[src/rtl/ov7670_capture_dec.sv]
// ov7670_capture_dec: OV7670 RGB565 byte-stream capture front-end.
// Assembles two-byte pixels, applies integer X/Y decimation and an output
// window, and writes one pixel word per cycle into a frame buffer.
// Optional crop origin ports are enabled with the macro OV7670_CAP_CROP_EN.
module ov7670_capture_dec #(
    parameter int unsigned DEC_X   = 1,
    parameter int unsigned DEC_Y   = 1,
    parameter int unsigned OUT_W   = 640,
    parameter int unsigned OUT_H   = 480,
    parameter int unsigned ADDR_W  = 19,
    parameter int unsigned PIX_FMT = 0,
    localparam int unsigned DOUT_W = (PIX_FMT != 0) ? 16 : 12
) (
    input  logic              pclk,
    input  logic              rst,
`ifdef OV7670_CAP_CROP_EN
    input  logic [9:0]        crop_x0,
    input  logic [9:0]        crop_y0,
`endif
    input  logic              vsync,
    input  logic              href,
    input  logic [7:0]        d,
    output logic [ADDR_W-1:0] addr,
    output logic [DOUT_W-1:0] dout,
    output logic              we,
    output logic              frame_start,
    output logic              frame_done
);

    localparam int unsigned XDW      = (DEC_X > 1) ? $clog2(DEC_X) : 1;
    localparam int unsigned YDW      = (DEC_Y > 1) ? $clog2(DEC_Y) : 1;
    localparam int unsigned CW       = $clog2(OUT_W + 1);
    localparam int unsigned RW       = $clog2(OUT_H + 1);
    localparam int unsigned ADDR_MAX = OUT_W * OUT_H - 1;

    typedef enum logic [1:0] {
        WAIT_SYNC = 2'd0,
        VSYNC     = 2'd1,
        ACTIVE    = 2'd2
    } state_t;

    state_t state, state_nxt;
    logic   fs_nxt, fd_nxt;

    logic       vs_r, hr_r, vs_q, hr_q;
    logic [7:0] d_r, byte0;
    logic       phase;

    logic [XDW-1:0] xdec;
    logic [YDW-1:0] ydec;
    logic [CW-1:0]  ocol;
    logic [RW-1:0]  orow;

    logic              hr_rise, hr_fall, vs_rise, vs_fall;
    logic              pix_evt, store;
    logic              col_ok, line_ok;
    logic [15:0]       pix565;
    logic [DOUT_W-1:0] pix_out;

    // Register camera pins; keep one-cycle-old copies for edge detection
    always_ff @(posedge pclk or posedge rst) begin
        if (rst) begin
            vs_r <= 1'b0;
            hr_r <= 1'b0;
            d_r  <= 8'h00;
            vs_q <= 1'b0;
            hr_q <= 1'b0;
        end else begin
            vs_r <= vsync;
            hr_r <= href;
            d_r  <= d;
            vs_q <= vs_r;
            hr_q <= hr_r;
        end
    end

    assign hr_rise = hr_r & ~hr_q;
    assign hr_fall = ~hr_r & hr_q;
    assign vs_rise = vs_r & ~vs_q;
    assign vs_fall = ~vs_r & vs_q;

    // Byte phase tracking and first-byte latch; a dangling odd byte never forms a pixel
    always_ff @(posedge pclk or posedge rst) begin
        if (rst) begin
            phase <= 1'b0;
            byte0 <= 8'h00;
        end else begin
            if (!hr_r) begin
                phase <= 1'b0;
            end else begin
                phase <= ~phase;
            end
            if (hr_r && !phase) begin
                byte0 <= d_r;
            end
        end
    end

    assign pix_evt = hr_r & phase;
    assign pix565  = {byte0, d_r};

    // Output pixel format selection
    generate
        if (PIX_FMT != 0) begin : g_rgb565
            assign pix_out = pix565;
        end else begin : g_rgb444
            assign pix_out = {pix565[15:12], pix565[10:7], pix565[4:1]};
        end
    endgenerate

`ifdef OV7670_CAP_CROP_EN
    logic [9:0] cx0_q, cy0_q, icol, iline;

    // Crop origin latched at frame start; input column/line position tracking
    always_ff @(posedge pclk or posedge rst) begin
        if (rst) begin
            cx0_q <= 10'd0;
            cy0_q <= 10'd0;
            icol  <= 10'd0;
            iline <= 10'd0;
        end else begin
            if (fs_nxt) begin
                cx0_q <= crop_x0;
                cy0_q <= crop_y0;
            end
            if (hr_rise) begin
                icol <= 10'd0;
            end else if (pix_evt && icol != 10'h3FF) begin
                icol <= icol + 10'd1;
            end
            if (state != ACTIVE) begin
                iline <= 10'd0;
            end else if (hr_fall && iline != 10'h3FF) begin
                iline <= iline + 10'd1;
            end
        end
    end

    assign col_ok  = (icol >= cx0_q);
    assign line_ok = (iline >= cy0_q);
`else
    assign col_ok  = 1'b1;
    assign line_ok = 1'b1;
`endif

    assign store = pix_evt && col_ok && line_ok
                && (xdec == '0) && (ydec == '0)
                && (ocol < CW'(OUT_W)) && (orow < RW'(OUT_H))
                && (state == ACTIVE) && !vs_r;

    // Per-line counters: horizontal decimation phase and stored-pixel column
    always_ff @(posedge pclk or posedge rst) begin
        if (rst) begin
            xdec <= '0;
            ocol <= '0;
        end else begin
            if (hr_rise) begin
                xdec <= '0;
            end else if (pix_evt && col_ok) begin
                xdec <= (xdec == XDW'(DEC_X - 1)) ? '0 : xdec + XDW'(1);
            end
            if (hr_rise) begin
                ocol <= '0;
            end else if (store) begin
                ocol <= ocol + CW'(1);
            end
        end
    end

    // Per-frame counters: vertical decimation phase and stored-row count
    always_ff @(posedge pclk or posedge rst) begin
        if (rst) begin
            ydec <= '0;
            orow <= '0;
        end else if (state != ACTIVE) begin
            ydec <= '0;
            orow <= '0;
        end else if (hr_fall && line_ok) begin
            ydec <= (ydec == YDW'(DEC_Y - 1)) ? '0 : ydec + YDW'(1);
            if ((ydec == '0) && (orow < RW'(OUT_H))) begin
                orow <= orow + RW'(1);
            end
        end
    end

    // FSM state register
    always_ff @(posedge pclk or posedge rst) begin
        if (rst) begin
            state <= WAIT_SYNC;
        end else begin
            state <= state_nxt;
        end
    end

    // FSM next state and frame pulse requests
    always_comb begin
        state_nxt = state;
        fs_nxt    = 1'b0;
        fd_nxt    = 1'b0;
        case (state)
            WAIT_SYNC: begin
                if (vs_r) begin
                    state_nxt = VSYNC;
                end
            end
            VSYNC: begin
                if (vs_fall) begin
                    fs_nxt    = 1'b1;
                    state_nxt = ACTIVE;
                end
            end
            ACTIVE: begin
                if (vs_rise) begin
                    fd_nxt    = 1'b1;
                    state_nxt = VSYNC;
                end
            end
            default: begin
                state_nxt = WAIT_SYNC;
            end
        endcase
    end

    // Registered write port and frame pulses; address advances after each write
    always_ff @(posedge pclk or posedge rst) begin
        if (rst) begin
            addr        <= '0;
            dout        <= '0;
            we          <= 1'b0;
            frame_start <= 1'b0;
            frame_done  <= 1'b0;
        end else begin
            we          <= store;
            frame_start <= fs_nxt;
            frame_done  <= fd_nxt;
            if (store) begin
                dout <= pix_out;
            end
            if (state != ACTIVE) begin
                addr <= '0;
            end else if (we && (addr != ADDR_W'(ADDR_MAX))) begin
                addr <= addr + ADDR_W'(1);
            end
        end
    end

endmodule
[config.mk]
export PLATFORM = sky130hd
export DESIGN_NAME = ov7670_capture_dec
export DESIGN_NICKNAME = d
export VERILOG_FILES = /design/src/rtl/ov7670_capture_dec.sv
export SDC_FILE = /design/constraint.sdc
export NUM_CORES = 1
export LEC_CHECK = 0
export BUFFER_PORTS_ARGS = -buffer_cell sky130_fd_sc_hd__buf_2
export CORE_ASPECT_RATIO = 0.7
export CORE_MARGIN = 1.5
export CORE_UTILIZATION = 50
export DETAILED_ROUTE_END_ITERATION = 8
export GPL_TIMING_DRIVEN = 0
export HOLD_SLACK_MARGIN = 0.08
export PLACE_DENSITY_LB_ADDON = 0.08
export SLEW_MARGIN = 0
export SYNTH_ARGS = -nofsm -noshare
export SYNTH_HDL_FRONTEND = slang
export SYNTH_SLANG_ARGS = --single-unit
[constraint.sdc]
create_clock -name pclk -period 3.7 [get_ports pclk]
set_clock_uncertainty 0.05 [all_clocks]
set_input_delay 0.74 -clock pclk [delete_from_list [all_inputs] [get_ports pclk]]
set_output_delay 0.74 -clock pclk [all_outputs]
set_load 0.01 [all_outputs]
==> impl_metrics.yaml <==
status:
  run_status: "finished, final reports clean"
clocking:
  h-tree-depth: 3
  cts_hold_buf: 0
  cts-root-buf: "clkbuf_8"
  cts_resized: 0
  postCtsSetupRepairBufs: 0
  clk_path_buf_depth: 2
  insertion_delay_ns: 0.34
  cts_num_sinks: 75
  cts_buffers: 9
  cts_tree: "done"
  clk_pin_slew_ns: 0.08
timing:
  slew_viol_final: 0
  max_freq_mhz: 485
  hold_viol: 0
  setup_viol: 0
  period_minus_slack_ns: 2.06
  rsz0062_at_grt: "no"
  relSlewSlack: 0.427
  tightest_slew_ns: 0.854
  fin_tns_setup_ns: 0
  fin_crit_sh: 0.558
synthesis:
  synth_top_area_frac: 0.566
  synthArstFlopShare: 1.00
  synth_xor_xnor_area_share: 0.0185
  synth_edf_count: 0
  ys_seq_elements: 75
  synth_seq_area_share: 0.566
  syn_nets: 338
  synthMuxAreaShare: 0.0359
  yosys.area_share.adder: 0.0113
  synth_most_common_cell: "dfrtp_1"
  syn_area_um2: 3310
  ys_types: 46
  synthTopCellsByArea: "dfrtp_1, nand2_1, a21oi_1"
  synth_top_family_by_area: "simple AND/OR/NAND/NOR gates"
  ys.warnings.count: 0
  syn-instance-count: 323
  yosysTopAreaCell: "dfrtp_1"
  synth-compound-area-share: 0.114
  avgSynthCellArea_um2: 10.3
  ys.flop_type: "dfrtp_1"
  synth_simple_gate_area_frac: 0.235
  synth_common_cells: "dfrtp_1, nand2_1, a21oi_1"
detailed_routing:
  drtAntennaViolNets: 0
  routedWlPerCell_um: 14.9
  met1_length_mm: 3.51
  drt-total-wl_mm: 6.89
  drt_iter0_markers: 131
  wl_met2_mm: 2.93
  dr_total_vias: 2600
  routed_via_density: 5.62
  top_layer: "met4"
  drc: 0
  firstDrtPassIters: 5
  wl_met3_um: 408
grt:
  grt-ovfl-total: 0
  grt_pass1_wl_mm: 11.6
  grt_max_degree: 62
  antenna_found_initial: 0
  grt_pass1_vias: 2440
  grt_usage: 0.211
die:
  initial_core_util: 0.526
  rows: 24
  fp.dieW_um: 100
  ios: 46
  die_area_um2: 7130
  core_area_um2: 6310
  fp.dieH_um: 71.1
power_and_ir_drop:
  ir_drop_mv: 0.313
  p_leak_nw: 1.85
  power_mw: 1.77
  power.density_nw_per_um2: 453
finish:
  layout-drive-gt1-share: 0.205
  fillCellCount: 545
  instances_no_fill: 463
  syn2layout_area_growth_pct: 17.7
  final_util: 0.618
  insertedDiodeCount: 0
  fin_nets: 395
placement:
  dp_cells: 447
  place.gp.congestion: 0.831
  dp_hpwl_mm: 4.74
  port_buffers: 45
run:
  maxCapViolations: 0
setup_path:
  worstSetupPathType: "flip-flop to flip-flop"
  timing.rr.start: "addr[0]"
  worstPathArrival_ns: 2.23
  startpoint_type: "flip-flop"
  critical_path.max_fanout: 8
  crit_start: "addr[0]"
  end_kind: "flip-flop"
  worst_ep_required_time_ns: 3.86
min_path:
  min_path_type: "input pin to async pin"
final cells by class:
type | instances | area, µm² | share of cell area
Buffer | 11 | 45.0 | 0.0115
Clock buffer | 10 | 138 | 0.0353
Clock inverter | 6 | 95.1 | 0.0244
Inverter | 5 | 21.3 | 0.00545
Multi-Input combinational cell | 232 | 1370 | 0.352
Sequential cell | 75 | 1880 | 0.481
Tap cell | 78 | 97.6 | 0.0250
Timing Repair Buffer | 46 | 253 | 0.0648
kinds of logic after synthesis:
kind of cell             after synthesis
AND/OR/NAND/NOR                      153
flip-flops                            75
multiplexers                          11
AO/OA/AOI/OAI                         58
adder cells (fa/ha/maj)                3
XOR/XNOR                               7
buffers and inverters                 16
cells in the final DEF, fill, tap and decap left out, drive strengths merged, types with 7 or more instances in the layout:
master and n:
a21oi 20, and3 7, buf 51, clkbuf 16
dfrtp 75, inv 7, mux2 7, nand2 68
nand2b 7, nand3 9, nand4 7, nor2 16
o21ai 8, or3 8, or4 7
worst paths after layout:
path | cells past startpoint | end | slack (ns)
max reg2reg | 5 | addr[11] | 1.64
max in group asynchronous | 3 | addr[12] | 2.80
min in group pclk | 2 | dout[2] | 0.39
max | 5 | addr[11] | 1.64
min | 2 | dout[10] | 0.26
min reg2reg | 2 | dout[2] | 0.39
power breakdown:
group	switching [mW]	internal (mW)	total, mW
registers	0.0288	0.870	0.899
clock network	0.318	0.407	0.724
logic	0.0858	0.0580	0.144
metal layers:
metal	global-route usage	vias up
li1	-	1279
met1	0.314	1244
met2	0.300	73
met3	0.0652	4
met5	0	-
met4	0.0532	0
through the flow:
step                      hold slack (ns)  area [µm²]  setup WS [ns]
final                               0.262        3900           1.64
after global routing                0.275        3900           1.41
after CTS                           0.257        3900           1.63
after detailed placement            0.381        3670           1.68
after global placement              0.375        3640         0.0530
after floorplan                     0.358        3310           1.00
worst max-delay path: stages (launching register included):
cell	delay, ns
dfrtp_1	0.43
ha_1	0.25
nand2_1	0.07
nor3_1	0.66
a2111oi_0	0.29
mux2i_1	0.17
sequential cells by signal (all words and copies together) (netlist names):
signal,count
hr_q,1
dout,12
vs_q,1
byte0,7
state,2
frame_done,1
frame_start,1
phase,1
orow,9
vs_r,1
ocol,10
addr,19
hr_r,1
we,1
d_r,8
Note: power is estimated with default switching activity, not from simulation.
